===== src/rtl/dmem_arbiter.sv =====
// dmem_arbiter
//   Shares one single-port data memory between the CPU core and a
//   loader/debug port. The core is frozen through `stall` while its access
//   is pending. The loader uses a request / done handshake. When both ports
//   ask in the same IDLE cycle, the port that was not served last wins.
//
//   Ports
//     clk, rst            clock, asynchronous active-low reset
//     core_rd, core_wr    core load / store request (store wins if both high)
//     core_addr           core word address
//     core_wdata          core store data
//     core_rdata          core load data, valid in the cycle stall drops
//     stall               freezes the core while its request is outstanding
//     ld_req, ld_wr       loader request (held until ld_done) and access type
//     ld_addr, ld_wdata   loader word address / write data
//     ld_rdata, ld_done   loader read data, valid with the one-cycle done pulse
//     mem_en, mem_we      memory access strobe / write enable
//     mem_addr, mem_wdata memory address / write data (registered)
//     mem_rdata           memory read data, valid in the last access cycle
module dmem_arbiter #(
  parameter int ADDR_W  = 10,
  parameter int DATA_W  = 32,
  parameter int MEM_LAT = 4
) (
  input  logic              clk,
  input  logic              rst,
  input  logic              core_rd,
  input  logic              core_wr,
  input  logic [ADDR_W-1:0] core_addr,
  input  logic [DATA_W-1:0] core_wdata,
  output logic [DATA_W-1:0] core_rdata,
  output logic              stall,
  input  logic              ld_req,
  input  logic              ld_wr,
  input  logic [ADDR_W-1:0] ld_addr,
  input  logic [DATA_W-1:0] ld_wdata,
  output logic [DATA_W-1:0] ld_rdata,
  output logic              ld_done,
  output logic              mem_en,
  output logic              mem_we,
  output logic [ADDR_W-1:0] mem_addr,
  output logic [DATA_W-1:0] mem_wdata,
  input  logic [DATA_W-1:0] mem_rdata
);

  // Value of the access counter in the final access cycle.
  localparam logic [3:0] CNT_LAST = 4'(MEM_LAT - 1);

  typedef enum logic [2:0] {
    IDLE,
    CORE_ACC,
    CORE_DONE,
    LD_ACC,
    LD_DONE
  } state_t;

  state_t      state;
  state_t      state_nx;
  logic [3:0]  cnt;
  logic        last_ld;     // 1: the loader was served last, so the core wins a tie
  logic        acc_we;      // registered access type of the running access
  logic        core_req;
  logic        grant_core;
  logic        grant_ld;
  logic        acc_last;
  logic        in_acc;

  assign core_req = core_rd | core_wr;
  assign acc_last = (cnt == CNT_LAST);
  assign in_acc   = (state == CORE_ACC) || (state == LD_ACC);

  // Next-state and grant decode
  always_comb begin
    state_nx   = state;
    grant_core = 1'b0;
    grant_ld   = 1'b0;
    case (state)
      IDLE: begin
        if (core_req && (!ld_req || last_ld)) begin
          state_nx   = CORE_ACC;
          grant_core = 1'b1;
        end else if (ld_req) begin
          state_nx = LD_ACC;
          grant_ld = 1'b1;
        end
      end
      CORE_ACC: begin
        if (acc_last) begin
          state_nx = CORE_DONE;
        end
      end
      LD_ACC: begin
        if (acc_last) begin
          state_nx = LD_DONE;
        end
      end
      CORE_DONE: state_nx = IDLE;
      LD_DONE:   state_nx = IDLE;
      default:   state_nx = IDLE;
    endcase
  end

  // Status and memory strobes. The async reset pin gates stall so that a
  // core request that is already held during reset never reaches the core
  // as a stall.
  always_comb begin
    mem_en  = in_acc;
    mem_we  = in_acc && acc_we;
    ld_done = (state == LD_DONE);
    stall   = rst && core_req && (state != CORE_DONE);
  end

  // State, access counter and arbitration history
  always_ff @(posedge clk or negedge rst) begin
    if (!rst) begin
      state   <= IDLE;
      cnt     <= 4'd0;
      last_ld <= 1'b1;
    end else begin
      state <= state_nx;
      if (grant_core || grant_ld) begin
        cnt <= 4'd0;
      end else if (in_acc) begin
        cnt <= acc_last ? 4'd0 : cnt + 4'd1;
      end
      if (state == CORE_DONE) begin
        last_ld <= 1'b0;
      end else if (state == LD_DONE) begin
        last_ld <= 1'b1;
      end
    end
  end

  // Access request register: the granted port's address, data and type are
  // frozen here for the whole access, so the inputs may move freely
  // afterwards. The register keeps its value after the access.
  always_ff @(posedge clk or negedge rst) begin
    if (!rst) begin
      mem_addr  <= '0;
      mem_wdata <= '0;
      acc_we    <= 1'b0;
    end else if (grant_core) begin
      mem_addr  <= core_addr;
      mem_wdata <= core_wdata;
      acc_we    <= core_wr;
    end else if (grant_ld) begin
      mem_addr  <= ld_addr;
      mem_wdata <= ld_wdata;
      acc_we    <= ld_wr;
    end
  end

  // Read-data capture on the final access cycle. Writes leave the
  // previously captured value untouched.
  always_ff @(posedge clk or negedge rst) begin
    if (!rst) begin
      core_rdata <= '0;
      ld_rdata   <= '0;
    end else if (acc_last && !acc_we) begin
      if (state == CORE_ACC) begin
        core_rdata <= mem_rdata;
      end
      if (state == LD_ACC) begin
        ld_rdata <= mem_rdata;
      end
    end
  end

endmodule


===== config.mk =====
export PLATFORM = sky130hd
export DESIGN_NAME = dmem_arbiter
export DESIGN_NICKNAME = d
export VERILOG_FILES = /design/src/rtl/dmem_arbiter.sv
export SDC_FILE = /design/constraint.sdc
export NUM_CORES = 1
export LEC_CHECK = 0
export CAP_MARGIN = 10
export CELL_PAD_IN_SITES_DETAIL_PLACEMENT = 1
export CELL_PAD_IN_SITES_GLOBAL_PLACEMENT = 1
export CORE_ASPECT_RATIO = 0.6
export CORE_UTILIZATION = 34
export CTS_BUF_LIST = sky130_fd_sc_hd__clkbuf_8
export CTS_CLUSTER_SIZE = 24
export DETAILED_ROUTE_END_ITERATION = 7
export GPL_TIMING_DRIVEN = 0
export PLACE_DENSITY = 0.95
export SLEW_MARGIN = 20
export SYNTH_ARGS = -nofsm -noshare
export SYNTH_HDL_FRONTEND = slang
export SYNTH_SLANG_ARGS = --single-unit

===== constraint.sdc =====
create_clock -name clk -period 4.52 [get_ports clk]
set_input_delay 0.678 -clock clk [delete_from_list [all_inputs] [get_ports clk]]
set_output_delay 0.678 -clock clk [all_outputs]
set_load 0.05 [all_outputs]

==> key figures <==
Status
  – Outcome: finished, final reports clean

Power
  – Net Sw Power: 3.15 mW
  – Clock power share: 0.157
  – VDD IR max: 0.000434 V
  – Leakage: 3.34 nW
  – Total power: 6.63 mW
  – Sequential power share: 0.274
  – Logic pwr share: 0.569
  – Sw Ratio: 0.476
  – Pwr Density: 855 mW/mm2
  – Internal power: ~3.5 mW

Global route
  – Vias in the first global route: 4,520
  – Remaining Overflow, GRT: 0
  – Initial antenna violation count: 0
  – First-pass GRT wire length: 24,800 um
  – Largest net degree at the start of global routing: 60
  – Tot GR Track Use: 0.222

Yosys
  – Library cells used by synthesis: 27
  – Post-synth top area share: 0.601
  – Number of synthesized flops with an enable pin: 0
  – Yosys reg bits: 115
  – Cells after Synth: between 300 and 400
  – Async S/R FF share, synth: 1.00
  – Synth cell count leaders: dfrtp_1 (114), nand2_1 (49), o21ai_0 (49)
  – Synthesized area: 0.00475 mm2
  – Count leader, synth: dfrtp_1
  – Most used flip-flop cell after synthesis: dfrtp_1
  – Largest area contributor in the netlist: dfrtp_1
  – YS warnings: 0
  – Syn Nets: between 500 and 600
  – Sequential area share after synthesis: 0.606
  – Mean Syn Cell Area: 12.5 um2
  – Top post-synthesis cells by area: dfrtp_1 (60%), mux2_4 (9.5%), mux2_2 (7.6%)

Layout
  – Share of cells above drive strength 1: 0.165
  – Number of diodes: 0
  – Final core occ: 0.568
  – Final layout net count: approximately 750
  – Synth-to-layout area growth: 63.1%
  – Post-Layout Cell Count: between 800 and 900

Drt
  – Drt wl/cell: about 19 um
  – 1st-pass router iterations: 4
  – DRC violations left: 0
  – Routed vias/inst: 4.94
  – Via Count: 4,043
  – Post-Route WL: 15,500 um
  – Post-DRT Antenna Nets: 0
  – 1st-iter DRT viols: 103

Critical path
  – CP Launch Type: input port
  – CP Capture Type: output pin
  – Crit path DAT: 2.35 ns
  – CP max FO: 5
  – Setup CP Type: input port to output pin
  – Critical R2R Capture: mem_addr[5]
  – R2r worst-path depth: 8
  – Setup slack, reg-to-reg: 2.11 ns
  – RR Startpoint: state[2]
  – Worst EP required: roughly 3.8 ns

Floorplan
  – I/O Pins: approximately 230
  – Starting Density: 0.349
  – Width of the die: roughly 150 um
  – Die ar.: 0.0145 mm2
  – Die Y: 93.6 um
  – Core ar.: 0.0136 mm2
  – Core Rows: 33

Timing
  – Final Max Tran Viols: 0
  – Worst-Margin Slew: 0.674 ns
  – Minimum clock period: 3.03 ns
  – Rel. slew slack: 0.551
  – Worst Skew: 0.0134 ns
  – Final hold viol count: 0
  – Period Utilization, post-route: 0.670
  – Hold_ws: between 0.2 and 0.25 ns
  – Setup-failing EPs final: 0
  – RSZ-0062 raised after global routing: false
  – Max Fclk: 330 MHz

Clock tree
  – CTS Buffer Depth: 2
  – Post_cts resized: 0
  – Post-CTS Hold Buffers: 0
  – CTS tree: yes
  – Number of H-tree levels: 4
  – Clk slew on worst S/H paths: about 0.080 ns
  – Post-CTS setup buffers: 0
  – Root Buffer: clkbuf_8
  – TritonCTS Buffers: 17
  – Worst-skew pair later-pin latency: around 0.42 ns
  – Clk sinks: approximately 120

Place
  – Placed Cells: 787
  – Final weighted congestion in routability-driven placement: 0.763
  – Number of port buffers: ~230
  – Post-DP HPWL: 12,000 um

Flow run
  – Max-cap violations: 0

Min path
  – Hold Path Class: input port to async pin
-- worst max path at each step --
| stage | start | depth (start not counted) | to |
|---|---|---|---|
| floorplan | core_rd | 2 | stall |
| global route | rst | 4 | stall |
| finish | core_wr | 4 | stall |
| CTS | rst | 4 | stall |
| detailed placement | core_wr | 8 | mem_addr[8] |
| global placement | rst | 4 | stall |
-- kinds of logic (layout without fill, tap and decap cells) --
family          count (synthesis)  count (layout)  share of synthesized area
flops                         115             115                      0.606
fa+ha+maj                       1               1                    0.00263
buf+inv                        32             296                     0.0313
compound gates                103             103                      0.124
simple gates                   65              65                     0.0606
mux                            64              64                      0.175
-- cells in the final DEF, fill, tap and decap left out, types with 4 or more instances in the layout --
| cell | n |
|---|---|
| nor3_1 | 4 |
| bufinv_16 | 4 |
| clkbuf_8 | 18 |
| o21ai_0 | 49 |
| clkbuf_1 | 19 |
| a21oi_1 | 5 |
| dfrtp_1 | 114 |
| o22ai_1 | 45 |
| buf_2 | 5 |
| clkdlybuf4s50_1 | 230 |
| mux2_4 | 30 |
| nand2_1 | 49 |
| mux2_2 | 32 |
| buf_6 | 4 |
| inv_1 | 7 |
-- per-layer routing --
metal / routed length, um / vias to the layer above / GRT usage
li1: - / 1868 / -
met1: 6720 / 2033 / 0.274
met2: 7780 / 128 / 0.382
met3: 809 / 14 / 0.0607
met4: 153 / 0 / 0.0652
met5: 0 / - / 0
-- stage by stage --
step / area (um2) / setup slack, ns / setup TNS (ns)
after floorplan: 4750 / 2.33 / 0
after global placement: 7280 / -2.73 / -173.16
after detailed placement: 7310 / 1.36 / 0
after CTS: 7740 / 1.46 / 0
after global routing: 7740 / 1.35 / 0
final: 7740 / 1.49 / 0
-- state kept, by name (all words and copies together), names as in the netlist --
signal,count
acc_we,1
cnt,4
core_rdata,32
last_ld,1
ld_rdata,32
mem_addr,10
mem_wdata,32
state,3
-- area by class of cell --
class / count / area [um2]
Sequential cell: 115 / 2880
Clock inverter: 14 / 188
Clock buffer: 18 / 248
Inverter: 5 / 18.8
Multi-Input combinational cell: 233 / 1720
Buffer: 27 / 130
Fill cell: 1407 / 5880
Tap cell: 175 / 219
Timing Repair Buffer: 232 / 2340
-- power groups by stage --
stage	registers [mW]	clock network (mW)	logic [mW]
6_report	1.81	1.04	3.77
5_1_grt	1.87	1.12	3.95
4_1_cts	1.82	1.08	3.80
3_5_place_dp	1.83	0	3.79
3_3_place_gp	1.78	0	3.68
2_1_floorplan	3.35	0	0.843
-- critical path, stage by stage --
cell	delay, ns
clkdlybuf4s50_1	0.55
o21ai_0	0.10
a21oi_1	0.16
clkdlybuf4s50_1	0.86
Note: power is estimated with default switching activity, not from simulation.
